`src/rtl/multicycle_ctrl_if.sv`:
```
// Memory request/ready handshake between the multicycle control FSM and the
// memory system; the controller is the master.
interface multicycle_ctrl_if;
  logic mem_req;
  logic mem_wren;
  logic mem_addr_sel;
  logic mem_ready;

  modport master (
    output mem_req,
    output mem_wren,
    output mem_addr_sel,
    input  mem_ready
  );

  modport slave (
    input  mem_req,
    input  mem_wren,
    input  mem_addr_sel,
    output mem_ready
  );
endinterface

```
`src/rtl/multicycle_ctrl.sv`:
```
// RV32I multicycle control FSM: fetch/decode/exec/mem/writeback sequencing with a
// retired-instruction counter. Define ILLEGAL_TRAP_EN to trap unknown opcodes instead of halting.
module multicycle_ctrl #(
  parameter int unsigned CNT_WIDTH = 32
) (
  input  logic                 clk,
  input  logic                 rst,
  multicycle_ctrl_if.master    mem,
  input  logic [6:0]           opcode,
  input  logic                 branch_taken,
  output logic                 pc_en,
  output logic [1:0]           pc_sel,
  output logic                 ir_en,
  output logic                 regfile_wren,
  output logic                 alu_src_a_sel,
  output logic                 alu_src_b_sel,
  output logic [1:0]           wb_sel,
  output logic                 halted,
  output logic                 trap,
  output logic [CNT_WIDTH-1:0] instret
);

  typedef enum logic [6:0] {
    OPC_LOAD   = 7'b0000011,
    OPC_OP_IMM = 7'b0010011,
    OPC_AUIPC  = 7'b0010111,
    OPC_STORE  = 7'b0100011,
    OPC_OP     = 7'b0110011,
    OPC_LUI    = 7'b0110111,
    OPC_BRANCH = 7'b1100011,
    OPC_JALR   = 7'b1100111,
    OPC_JAL    = 7'b1101111,
    OPC_SYSTEM = 7'b1110011
  } rv32i_opcode_t;

`ifdef ILLEGAL_TRAP_EN
  typedef enum logic [2:0] {S_FETCH, S_DECODE, S_EXEC, S_MEM, S_WB, S_TRAP} state_t;
`else
  typedef enum logic [2:0] {S_FETCH, S_DECODE, S_EXEC, S_MEM, S_WB, S_ILLEGAL} state_t;
`endif

  state_t state_q, state_d;
  logic   retire;
  logic   known;

  always_ff @(posedge clk or posedge rst) begin
    if (rst) begin
      state_q <= S_FETCH;
      instret <= '0;
    end else begin
      state_q <= state_d;
      if (retire) instret <= instret + CNT_WIDTH'(1);
    end
  end

  always_comb begin
    known = 1'b0;
    case (opcode)
      OPC_LOAD, OPC_OP_IMM, OPC_AUIPC, OPC_STORE, OPC_OP,
      OPC_LUI, OPC_BRANCH, OPC_JALR, OPC_JAL, OPC_SYSTEM: known = 1'b1;
      default: known = 1'b0;
    endcase
  end

  // Outputs are forced low while rst is held so that mem_req only rises after release.
  always_comb begin
    state_d          = state_q;
    retire           = 1'b0;
    mem.mem_req      = 1'b0;
    mem.mem_wren     = 1'b0;
    mem.mem_addr_sel = 1'b0;
    pc_en            = 1'b0;
    pc_sel           = 2'd0;
    ir_en            = 1'b0;
    regfile_wren     = 1'b0;
    alu_src_a_sel    = 1'b0;
    alu_src_b_sel    = 1'b0;
    wb_sel           = 2'd0;
    halted           = 1'b0;
    trap             = 1'b0;
    if (!rst) begin
      case (state_q)
        S_FETCH: begin
          mem.mem_req = 1'b1;
          if (mem.mem_ready) begin
            ir_en   = 1'b1;
            state_d = S_DECODE;
          end
        end
        S_DECODE: begin
`ifdef ILLEGAL_TRAP_EN
          state_d = known ? S_EXEC : S_TRAP;
`else
          state_d = known ? S_EXEC : S_ILLEGAL;
`endif
        end
        S_EXEC: begin
          state_d = S_WB;
          case (opcode)
            OPC_OP_IMM, OPC_JALR: alu_src_b_sel = 1'b1;
            OPC_LOAD, OPC_STORE: begin
              alu_src_b_sel = 1'b1;
              state_d       = S_MEM;
            end
            OPC_AUIPC, OPC_JAL: begin
              alu_src_a_sel = 1'b1;
              alu_src_b_sel = 1'b1;
            end
            OPC_BRANCH: begin
              pc_en   = 1'b1;
              pc_sel  = {1'b0, branch_taken};
              retire  = 1'b1;
              state_d = S_FETCH;
            end
            OPC_SYSTEM: begin
              pc_en   = 1'b1;
              retire  = 1'b1;
              state_d = S_FETCH;
            end
            default: ;
          endcase
        end
        S_MEM: begin
          mem.mem_req      = 1'b1;
          mem.mem_addr_sel = 1'b1;
          mem.mem_wren     = (opcode == OPC_STORE);
          if (mem.mem_ready) begin
            if (opcode == OPC_STORE) begin
              pc_en   = 1'b1;
              retire  = 1'b1;
              state_d = S_FETCH;
            end else begin
              state_d = S_WB;
            end
          end
        end
        S_WB: begin
          regfile_wren = 1'b1;
          pc_en        = 1'b1;
          retire       = 1'b1;
          state_d      = S_FETCH;
          case (opcode)
            OPC_LOAD: wb_sel = 2'd1;
            OPC_JAL, OPC_JALR: begin
              wb_sel = 2'd2;
              pc_sel = 2'd1;
            end
            OPC_LUI: wb_sel = 2'd3;
            default: wb_sel = 2'd0;
          endcase
        end
`ifdef ILLEGAL_TRAP_EN
        S_TRAP: begin
          trap    = 1'b1;
          pc_sel  = 2'd2;
          pc_en   = 1'b1;
          state_d = S_FETCH;
        end
`else
        S_ILLEGAL: halted = 1'b1;
`endif
        default: state_d = S_FETCH;
      endcase
    end
  end

endmodule

```
`src/flat_wrapper.sv`:
```
// flat-port wrapper written by rule: the top's interface ports become plain ports
module multicycle_ctrl_flat 
#(
  parameter int unsigned CNT_WIDTH = 32
)
  (clk, rst, opcode, branch_taken, pc_en, pc_sel, ir_en, regfile_wren, alu_src_a_sel, alu_src_b_sel, wb_sel, halted, trap, instret, mem_mem_req, mem_mem_wren, mem_mem_addr_sel, mem_mem_ready);
  multicycle_ctrl_if mem_i ();
  input  logic clk;
  input  logic rst;
  input  logic [6:0] opcode;
  input  logic branch_taken;
  output logic pc_en;
  output logic [1:0] pc_sel;
  output logic ir_en;
  output logic regfile_wren;
  output logic alu_src_a_sel;
  output logic alu_src_b_sel;
  output logic [1:0] wb_sel;
  output logic halted;
  output logic trap;
  output logic [CNT_WIDTH-1:0] instret;
  output wire logic [$bits(mem_i.mem_req)-1:0] mem_mem_req;
  output wire logic [$bits(mem_i.mem_wren)-1:0] mem_mem_wren;
  output wire logic [$bits(mem_i.mem_addr_sel)-1:0] mem_mem_addr_sel;
  input wire logic [$bits(mem_i.mem_ready)-1:0] mem_mem_ready;
  assign mem_mem_req = mem_i.mem_req;
  assign mem_mem_wren = mem_i.mem_wren;
  assign mem_mem_addr_sel = mem_i.mem_addr_sel;
  assign mem_i.mem_ready = mem_mem_ready;
  multicycle_ctrl #(.CNT_WIDTH(CNT_WIDTH)) u_core (.clk(clk), .rst(rst), .mem(mem_i), .opcode(opcode), .branch_taken(branch_taken), .pc_en(pc_en), .pc_sel(pc_sel), .ir_en(ir_en), .regfile_wren(regfile_wren), .alu_src_a_sel(alu_src_a_sel), .alu_src_b_sel(alu_src_b_sel), .wb_sel(wb_sel), .halted(halted), .trap(trap), .instret(instret));
endmodule
```
`config.mk`:
```
export PLATFORM = sky130hd
export DESIGN_NAME = multicycle_ctrl_flat
export DESIGN_NICKNAME = d
export VERILOG_FILES = /design/src/rtl/multicycle_ctrl_if.sv /design/src/rtl/multicycle_ctrl.sv /design/src/flat_wrapper.sv
export SDC_FILE = /design/constraint.sdc
export NUM_CORES = 1
export LEC_CHECK = 0
export ABC_AREA = 0
export BUFFER_PORTS_ARGS = -buffer_cell sky130_fd_sc_hd__buf_4
export CAP_MARGIN = 5
export CORE_MARGIN = 5
export CORE_UTILIZATION = 50
export CTS_CLUSTER_DIAMETER = 150
export DETAILED_ROUTE_END_ITERATION = 16
export HOLD_SLACK_MARGIN = 0.08
export PLACE_DENSITY_LB_ADDON = 0.2
export SLEW_MARGIN = 20
export SYNTH_ARGS = -nofsm -noshare
export SYNTH_HDL_FRONTEND = slang
export SYNTH_SLANG_ARGS = --single-unit
```
`constraint.sdc`:
```
create_clock -name clk -period 4 [get_ports clk]
set_input_delay 0.4 -clock clk [delete_from_list [all_inputs] [get_ports clk]]
set_output_delay 0.4 -clock clk [all_outputs]
set_load 0.02 [all_outputs]
```
==> summary.md, run 1 <==
- **critical path capture point type** primary output
- **antenna violations before repair** 0
- **number of sinks on the clock net** 35
- **total power divided by cell area** 314 nW/um^2
- **final count of hold timing violations** 0
- **cell area after technology mapping** 2040 sq um
- **core area** 3970 sq um
- **total CTS buffers** 5
- **effective utilization at floorplan** 51.4%
- **number of warnings issued by yosys** 0
- **proportion of netlist area held by the largest area contributor** 42.9%
- **Area contributors post-synth** dfrtp_1, xor2_1, nor3_1
- **CTS root buffer** clkbuf_8
- **Max stage delay cell, worst path** a22oi_2
- **Slew Limit Headroom** 40.5%
- **IR Drop Worst-Case VDD** 0.224 mV
- **category of the critical setup timing path** reg -> out
- **RSZ-0062 raised after global routing** false
- **most frequently used flop master after synthesis** dfrtp_1
- **P&R area growth vs syn** 24.5%
- **number of buffers added on ports** 54
- **x dimension of the die** 73.9 microns
- **vias after detailed routing** 1,738
- **CP Cell Sequence** and4bb_2 > and4_1 > a22oi_2 > inv_1 > buf_4
- **H-tree depth** 2
- **half-perimeter wire length of the detailed placement result** 3320 microns
- **highest cell delay on the worst timing path** 690 ps
- **CP bufs+invs** 2
- **Post-CTS Setup Repair Bufs** 0
- **Congestion Overflow GR** 0
- **P_leak** 1.12 nW
- **most common cell in the netlist** dfrtp_1
- **antenna diode count** 0
- **number of buffers between clock root and the deepest sink** 2
- **Resize count post-CTS** 0
- **CTS tree** built
- **total routed wirelength** 4440 microns
- **crit path time final** 2690 ps
- **Post-route DRC** 0
- **count of boundary I/O pins** 57
- **wire length of the first global-routing pass** 7570 microns
- **Rows** 23
- **Seq/Total Area, Yosys** 42.9%
- **Final nets** 272
- **number of setup violations in the final report** 0
- **DRT antenna net count** 0
- **FFs w/ async S/R, synth** 100%
- **hold buffer count at CTS** 0
- **timing-limited maximum frequency** 371 MHz
- **most numerous cell types in the synthesized netlist** dfrtp_1, xor2_1, nand2_1, nor3_1
- **number of enable flip-flop cells after synthesis** 0
- **vias in the first global route** 1,589
- **max-slew violation total from the final report** 0
- **setup TNS** 0 ps
- **final instance count without filler cells** 310
- **final RePlAce weighted congestion** 0.831
- **critical path launch point type** register
- **number of distinct library cells after synthesis** 44
- **data required time at the worst endpoint** 3600 ps
- **outcome** completed
- **placed insts** 303
- **clock edge transition at the registers on the reported setup and hold paths** 70 ps
- **cell taking the most area after synthesis** dfrtp_1
- **clock latency of the later-clocked register in the worst-skew pair** 280 ps
- **number of storage elements in the synthesis netlist** 35
- **Tightest Hold Check Type** in -> async
- **ratio of cells with drive above 1 in the final layout** 30.4%
- **actual slew at the worst max-slew pin** 893 ps
- **CP Max Fanout** 20
- **Die Height** 73.9 microns
- **initial DRC count** 88
- **Wirelength per Cell** 14.3 microns
- **maximum number of pins on one net before global-route repair** 24
- **crit-path leading delay family** compound AO/OA/AOI/OAI gates
- **worst clock skew** 6.85 ps
- **post-synthesis instance total** 207
- **period utilization** 67.3%
- **vias per cell** 5.61
- **number of maximum-capacitance violations** 0
- **average size of a mapped cell** 9.86 sq um
- **aggregate global-route resource usage** 17.9%
- **Pre-antenna DRT Iters** 4
- **data arrival time of the critical path** 2290 ps
- **total die area** 5460 sq um
-- worst register-to-register path: cells and delay by family (launching register included) --
| kind | cells | cell delay, ps |
|---|---|---|
| xor+xnor | 1 | 170 |
| flops | 1 | 510 |
| compound gates | 1 | 690 |
| buf+inv | 1 | 340 |
| simple gates | 3 | 590 |
-- cell families after synthesis --
group,Yosys count,share of synthesized area [%]
AND/OR/NAND/NOR,104,31.0
flip-flops,35,42.9
XOR/XNOR,31,13.3
AO/OA/AOI/OAI,19,7.11
buffers and inverters,15,4.35
adder cells (fa/ha/maj),1,0.613
other,1,0.184
multiplexers,1,0.551
-- sequential cells by signal, summed over array words and instances (netlist names) --
register        count
u_core.instret     32
u_core.state_q      3
-- cell usage in the layout, fill, tap and decap left out, types with 2 or more instances in the layout --
cell type	instances
a31oi_1	2
nor3b_1	3
o21ai_0	4
clkbuf_8	6
nor4b_2	5
nor2b_1	6
nor2_1	11
and4bb_2	2
nor4_1	11
buf_4	56
a21oi_1	3
or4_1	3
nor3_1	15
conb_1	2
or2_2	3
nand4_1	3
or3_1	2
inv_1	4
xor2_1	27
nand3_1	10
nor4b_1	2
o21a_1	2
xnor2_1	4
nand2_1	17
dfrtp_1	35
nand2b_1	5
-- worst paths after layout --
check / start / to / slack [ps] / depth (start not counted)
worst max-delay path: u_core.state_q[0]$_DFFE_PP0P_ / pc_en / 1310 / 5
worst min-delay path: rst / u_core.instret[25]$_DFFE_PP0P_ / 220 / 2
worst max register to register: u_core.state_q[0]$_DFFE_PP0P_ / u_core.instret[25]$_DFFE_PP0P_ / 1580 / 6
worst min register to register: u_core.instret[31]$_DFFE_PP0P_ / u_core.instret[31]$_DFFE_PP0P_ / 470 / 1
max in group asynchronous: rst / u_core.instret[16]$_DFFE_PP0P_ / 3080 / 3
min in group clk: rst / u_core.state_q[1]$_DFFE_PP0P_ / 460 / 3
-- per-layer routing --
metal | vias to the layer above | share of wire, % | global-route usage [%]
met1 | 837 | 47 | 25.8
met3 | 7 | 5.2 | 3.69
met2 | 41 | 46 | 26.3
met4 | 0 | 1.5 | 6.84
met5 | - | 0 | 0
li1 | 853 | - | -
-- metrics by stage --
stage | power, mW | area [sq um] | worst slack [ps] | utilization, % | hold slack [ps]
final | 0.799 | 2540 | 1310 | 64.0 | 222
after global routing | 0.835 | 2540 | 1130 | 64.0 | 291
after CTS | 0.810 | 2540 | 1290 | 64.0 | 237
after global placement | 0.547 | 2450 | 1590 | 61.8 | 461
after detailed placement | 0.551 | 2450 | 1540 | 61.8 | 462
after floorplan | 0.487 | 2050 | 1440 | - | 550
-- where the power goes --
group	internal [mW]	switching (mW)	leakage, nW
clock network	0.135	0.121	0.0470
logic	0.0597	0.0762	0.651
registers	0.376	0.0304	0.426
total	0.571	0.228	1.12
-- cell type report --
class / instances / area (sq um)
Inverter: 4 / 15.0
Multi-Input combinational cell: 158 / 1080
Fill cell: 360 / 1430
Sequential cell: 35 / 876
Timing Repair Buffer: 56 / 420
Tap cell: 50 / 62.6
Clock buffer: 6 / 82.6
Clock inverter: 1 / 5.00
Note: power is estimated with default switching activity, not from simulation.
==> run 2: changes to the inputs <==
clock period = 2.5 ns   (was 4 ns; I/O delays follow)
==> run 2 against run 1 <==
Net effect:
- register-to-register slack got worse by 1100 ps
- non-clock buffer count rose by 3
- clock power rose by 59%
- count of clock-buffer cells in the layout did not move
- via count fell by 3.0%
- core utilization rose by 0.98 points
- clock skew fell by 2.9 ps
- cell area rose by 1.5%
- first-iteration DRC count rose by 10%
- hold slack improved by 170 ps
==> summary.md, run 2 (synthesis gave the netlist of run 1 again) <==
- **Tightest Hold Check Type** in -> reg, was in -> async
- **final RePlAce weighted congestion** 0.847, was 0.831
- **ratio of cells with drive above 1 in the final layout** 30.8%, was 30.4%
- **critical path launch point type** input pin, was register
- **crit-path leading delay family** buffers and inverters, was compound AO/OA/AOI/OAI gates
- **total CTS buffers** 5, unchanged
- **vias after detailed routing** 1,686, was 1,738
- **Wirelength per Cell** 14.2 microns, was 14.3 microns
- **data required time at the worst endpoint** 2250 ps, was 3600 ps
- **Most flops, register** u_core.instret, unchanged
- **Slew Limit Headroom** 56.9%, was 40.5%
- **number of buffers added on ports** 54, unchanged
- **storage element area** 876 sq um, unchanged
- **most common cell after layout, fill and taps aside** buf_4, unchanged
- **number of setup violations in the final report** 0, unchanged
- **highest cell delay on the worst timing path** 560 ps, was 690 ps
- **worst reg2reg path depth** 5, was 6
- **core area** 3970 sq um, unchanged
- **Pre-antenna DRT Iters** 4, unchanged
- **clock edge transition at the registers on the reported setup and hold paths** 60 ps, was 70 ps
- **hold path depth** 4
- **total cell area at the placement stage** 2480 sq um, was 2450 sq um
- **H-tree depth** 2, unchanged
- **stages on the worst setup path** 7, was 5
- **period utilization** 93.9%
- **number of maximum-capacitance violations** 0, unchanged
- **Congestion Overflow GR** 0, unchanged
- **crit path time final** 2350 ps
- **total chip power** 1.28 mW, was 0.799 mW
- **Post-CTS Setup Repair Bufs** 0, unchanged
- **total power divided by cell area** 494 nW/um^2, was 314 nW/um^2
- **vias per cell** 5.39, was 5.61
- **final count of hold timing violations** 0, unchanged
- **data arrival time of the critical path** 2100 ps, was 2290 ps
- **antenna violations before repair** 0, unchanged
- **area of the multi-input gates** 1080 sq um, about the same
- **CTS tree** built, unchanged
- **count of boundary I/O pins** 57, unchanged
- **category of the critical setup timing path** in -> out, was reg -> out
- **actual slew at the worst max-slew pin** 644 ps, was 893 ps
- **maximum number of pins on one net before global-route repair** 34, was 24
- **CP Max Fanout** 8, was 20
- **outcome** completed, unchanged
- **clock latency of the later-clocked register in the worst-skew pair** 290 ps, was 280 ps
- **Final nets** 275, was 272
- **vias in the first global route** 1,532, was 1,589
- **top flop regs** u_core.instret: 32 flops, u_core.state_q: 3 flops, unchanged
- **max-slew violation total from the final report** 0, unchanged
- **Post-route DRC** 0, unchanged
- **Max stage delay cell, worst path** or4_1, was a22oi_2
- **Rows** 23, unchanged
- **P_leak** 1.14 nW, was 1.12 nW
- **fin area** 2580 sq um, was 2540 sq um
- **effective utilization at floorplan** 51.4%, unchanged
- **half-perimeter wire length of the detailed placement result** 3190 microns, was 3320 microns
- **CTS root buffer** clkbuf_8, unchanged
- **antenna diode count** 0, unchanged
- **number of flip-flops in the largest register** 32, unchanged
- **Filler Cell Count** 345, was 360
- **IR Drop Worst-Case VDD** 0.353 mV, was 0.224 mV
- **final instance count without filler cells** 313, was 310
- **Die Height** 73.9 microns, unchanged
- **x dimension of the die** 73.9 microns, unchanged
- **total die area** 5460 sq um, unchanged
- **CP bufs+invs** 3, was 2
- **CP Cell Sequence** dlygate4sd3_1 > buf_4 > or4_1 > nor2_1 > o2bb2a_1 > nor2_1 > buf_4, was and4bb_2 > and4_1 > a22oi_2 > inv_1 > buf_4
- **number of buffers between clock root and the deepest sink** 2, unchanged
- **initial DRC count** 97, was 88
- **Util after Layout** 65.0%, was 64.0%
- **aggregate global-route resource usage** 17.6%, was 17.9%
- **setup TNS** 0 ps, unchanged
- **worst clock skew** 3.98 ps, was 6.85 ps
- **wire length of the first global-routing pass** 7500 microns, was 7570 microns
- **total routed wirelength** 4460 microns, was 4440 microns
- **RSZ-0062 raised after global routing** false, unchanged
- **placed insts** 305, was 303
- **critical path capture point type** primary output, unchanged
- **number of sinks on the clock net** 35, unchanged
- **DRT antenna net count** 0, unchanged
- **timing-limited maximum frequency** 426 MHz
- **P&R area growth vs syn** 26.4%, was 24.5%
- **commonest non-fill, non-tap cells in the layout** buf_4, dfrtp_1, xor2_1, nand2_1, nor3_1, unchanged
-- run 2: final cells by class --
cell class / instances / share of cell area (%)
inverter: 4 / 0.582
tap: 50 / 2.42
timing repair buffer: 59 / 17.7
clock inverter: 1 / 0.194
clock buffer: 6 / 3.20
sequential: 35 / 33.9
multi-input combinational: 158 / 41.9
-- run 2: report_power, final --
| part | internal, mW | total, mW | switching (mW) |
|---|---|---|---|
| Clock | 0.216 | 0.406 | 0.190 |
| Sequential | 0.602 | 0.645 | 0.0426 |
| Combinational | 0.0975 | 0.225 | 0.127 |
| Total | 0.916 | 1.28 | 0.360 |
-- run 2: metrics by stage --
step,hold slack (ps),setup WS (ps)
after detailed placement,338,488
after global placement,331,524
final,397,154
after CTS,381,176
after global routing,410,21.6
after floorplan,400,94.4
-- run 2: final timing paths --
path	slack, ps	endpoint	from
worst max-delay path	150	pc_sel[0]	rst
worst min-delay path	400	u_core.state_q[0]$_DFFE_PP0P_	mem_mem_ready
worst min register to register	480	u_core.instret[31]$_DFFE_PP0P_	u_core.instret[31]$_DFFE_PP0P_
min in group asynchronous	620	u_core.state_q[1]$_DFFE_PP0P_	rst
max in group asynchronous	1620	u_core.instret[26]$_DFFE_PP0P_	rst
worst max register to register	490	u_core.instret[17]$_DFFE_PP0P_	u_core.instret[3]$_DFFE_PP0P_
-- run 2: repair_timing --
action	4_1_cts	5_1_grt
hold endpoints to repair	35	0
hold buffers	1	0
setup endpoints to repair	0	1
gates resized for setup	0	1
-- run 2: worst min-delay path, cell delays in order --
cell and delay, ps:
buf_4 110, o21ai_0 80, nand2_1 60, o311ai_0 120
-- run 2: layer usage --
metal	global-route usage, %	part of all wire [%]	vias to the layer above
met5	0	0	-
met4	4.83	1.3	0
met3	4.79	5.1	10
met2	25.4	46	37
met1	25.9	47	795
li1	-	-	844
==> run 3: changes to the inputs <==
CORE_UTILIZATION = 47   (was 50)
RECOVER_POWER = 50   (was default)
clock period = 1.89 ns   (was 2.5 ns; I/O delays follow)
==> run 3 against run 2 <==
Net effect:
- sequential power grew 32%
- final cell count grew 14%
- via count is 17% higher
- the run now ends with negative setup slack left
- critical endpoint is now wb_sel[0]
- flip-flop and latch count unchanged
- die area is 5.5% higher
- total power grew 32%
==> summary.md, run 3 (synthesis gave the netlist of run 1 again) <==
- **number of flip-flops in the largest register** 32, unchanged
- **x dimension of the die** 75.9 microns, was 73.9 microns
- **actual slew at the worst max-slew pin** 847 ps, was 644 ps
- **DRT antenna net count** 0, unchanged
- **RSZ-0062 raised after global routing** true, was false
- **Util after Layout** 76.0%, was 65.0%
- **number of setup violations in the final report** 8, was 0
- **Reg2Reg Launch Point** u_core.state_q[1]$_DFFE_PP0P_, was u_core.instret[3]$_DFFE_PP0P_
- **number of maximum-capacitance violations** 0, unchanged
- **data required time at the worst endpoint** 1700 ps, was 2250 ps
- **reg-to-reg setup timing slack** -50 ps, was 490 ps
- **end of the worst hold path** u_core.state_q[1]$_DFFE_PP0P_, was u_core.state_q[0]$_DFFE_PP0P_
- **Tightest Hold Check Type** in -> reg, unchanged
- **final count of hold timing violations** 0, unchanged
- **count of boundary I/O pins** 57, unchanged
- **Slew Limit Headroom** 43.5%, was 56.9%
- **total power divided by cell area** 518 nW/um^2, was 494 nW/um^2
- **total die area** 5760 sq um, was 5460 sq um
- **timing-limited maximum frequency** 472 MHz
- **violations in the final reports** negative setup slack
- **Rows** 24, was 23
- **max-slew violation total from the final report** 0, unchanged
- **CTS tree** built, unchanged
- **total routed wirelength** 6160 microns, was 4460 microns
- **hold path depth** 3, was 4
- **commonest non-fill, non-tap cells in the layout** buf_4, xor2_1, clkbuf_1, dfrtp_1, nand2_1, was buf_4, dfrtp_1, xor2_1, nand2_1, nor3_1
- **fin area** 3260 sq um, was 2580 sq um
- **H-tree depth** 2, unchanged
- **Most flops, register** u_core.instret, unchanged
- **vias after detailed routing** 1,972, was 1,686
- **ratio of cells with drive above 1 in the final layout** 49.2%, was 30.8%
- **total CTS buffers** 5, unchanged
- **half-perimeter wire length of the detailed placement result** 3570 microns, was 3190 microns
- **core area** 4290 sq um, was 3970 sq um
- **effective utilization at floorplan** 47.6%, was 51.4%
- **vias in the first global route** 1,880, was 1,532
- **Post-route DRC** 0, unchanged
- **final RePlAce weighted congestion** 0.823, was 0.847
- **clock edge transition at the registers on the reported setup and hold paths** 70 ps, was 60 ps
- **data arrival time of the critical path** 1930 ps, was 2100 ps
- **critical path capture point type** primary output, unchanged
- **Wirelength per Cell** 17.3 microns, was 14.2 microns
- **endpoint of the worst-slack reg-to-reg timing path** u_core.instret[29]$_DFFE_PP0P_, was u_core.instret[17]$_DFFE_PP0P_
- **CP Max Fanout** 3, was 8
- **most common cell after layout, fill and taps aside** buf_4, unchanged
- **Fin Hold WS** 211 ps, was 397 ps
- **worst reg2reg path depth** 9, was 5
- **aggregate global-route resource usage** 18.4%, was 17.6%
- **Pre-antenna DRT Iters** 4, unchanged
- **Hold Startpoint** rst, was mem_mem_ready
- **worst path setup slack after routing** -227 ps, was 154 ps
- **initial DRC count** 91, was 97
- **period utilization** 112%
- **top flop regs** u_core.instret: 32 flops, u_core.state_q: 3 flops, unchanged
- **Die Height** 75.9 microns, was 73.9 microns
- **category of the critical setup timing path** reg -> out, was in -> out
- **total cell area at the placement stage** 2720 sq um, was 2480 sq um
- **Filler Cell Count** 313, was 345
- **Final nets** 316, was 275
- **IR Drop Worst-Case VDD** 0.269 mV, was 0.353 mV
- **P_leak** 1.52 nW, was 1.14 nW
- **worst clock skew** 5.09 ps, was 3.98 ps
- **antenna diode count** 0, unchanged
- **Congestion Overflow GR** 0, unchanged
- **outcome** finished, violations left, was completed
- **number of buffers added on ports** 54, unchanged
- **CTS root buffer** clkbuf_8, unchanged
- **wire length of the first global-routing pass** 8910 microns, was 7500 microns
- **maximum number of pins on one net before global-route repair** 35, was 34
- **vias per cell** 5.52, was 5.39
- **number of buffers between clock root and the deepest sink** 2, unchanged
- **P&R area growth vs syn** 59.7%, was 26.4%
- **clock latency of the later-clocked register in the worst-skew pair** 290 ps, about the same
- **number of sinks on the clock net** 35, unchanged
- **crit path time final** 2120 ps
- **antenna violations before repair** 0, unchanged
- **critical path launch point type** register, was input pin
run 3: changes by cell type in the layout (fill, tap and decap cells not counted), moves of 5 or more:
| cell | previous run | this run |
|---|---|---|
| buf_6 | 0 | 5 |
| nor3_2 | 0 | 13 |
| dfrtp_1 | 35 | 25 |
| dfrtp_2 | 0 | 10 |
| nor4_4 | 0 | 9 |
| nor4_1 | 11 | 1 |
| buf_4 | 57 | 65 |
| clkbuf_1 | 0 | 25 |
| nor3_1 | 15 | 2 |
| nor4b_4 | 0 | 5 |
run 3: routing by layer:
layer / vias up / track usage (%) / wire length (microns)
met5: - / 0 / 0
met4: 0 / 7.47 / 127
met3: 13 / 3.91 / 269
met2: 64 / 30.9 / 3360
met1: 958 / 22.8 / 2410
li1: 937 / - / -
run 3: worst max-delay path by stage:
stage | from | slack [ps] | end
after floorplan | u_core.state_q[2]$_DFFE_PP0P_ | -20 | u_core.instret[17]$_DFFE_PP0P_
after global placement | u_core.state_q[1]$_DFFE_PP0P_ | 30 | pc_sel[0]
after detailed placement | opcode[3] | -20 | u_core.instret[20]$_DFFE_PP0P_
after CTS | u_core.state_q[2]$_DFFE_PP0P_ | -210 | pc_sel[0]
after global routing | u_core.state_q[1]$_DFFE_PP0P_ | -280 | wb_sel[0]
final | u_core.state_q[1]$_DFFE_PP0P_ | -230 | wb_sel[0]
run 3: power by group:
group | internal [mW] | switching, mW
Clock | 0.259 | 0.265
Combinational | 0.120 | 0.197
Sequential | 0.797 | 0.0513
run 3: stage by stage:
stage	TNS [ps]	std cells	setup slack, ps	power (mW)
global route	-2450	357	-277	1.77
floorplan	-62.9	208	-22.1	1.04
detailed placement	-21.3	329	-18.5	1.19
CTS	-1140	347	-215	1.71
global placement	0	329	34.2	1.18
finish	-736	357	-227	1.69
run 3: timing repair:
action | 4_1_cts | 5_1_grt
endpoints found under the hold margin | 1 | 0
cloned | 1 | 1
hold buffers | 1 | 0
setup buffers | 8 | 9
pin swaps | 1 | 34
endpoints found under the setup margin | 6 | 36
resized for setup | 13 | 51
run 3: cell type report:
class,count,area (sq um),area share [%]
tap,52,65.1,1.99
clock buffer,7,76.3,2.34
inverter,4,17.5,0.537
timing repair buffer,100,758,23.2
sequential,35,888,27.2
multi-input combinational,158,1450,44.5
clock inverter,1,5.00,0.153
run 3: critical path: stages (launching register included):
cell and delay [ps]:
dfrtp_2 420, nand2b_4 150, or4_4 540, buf_4 160, a2111oi_4 190, buf_4 190
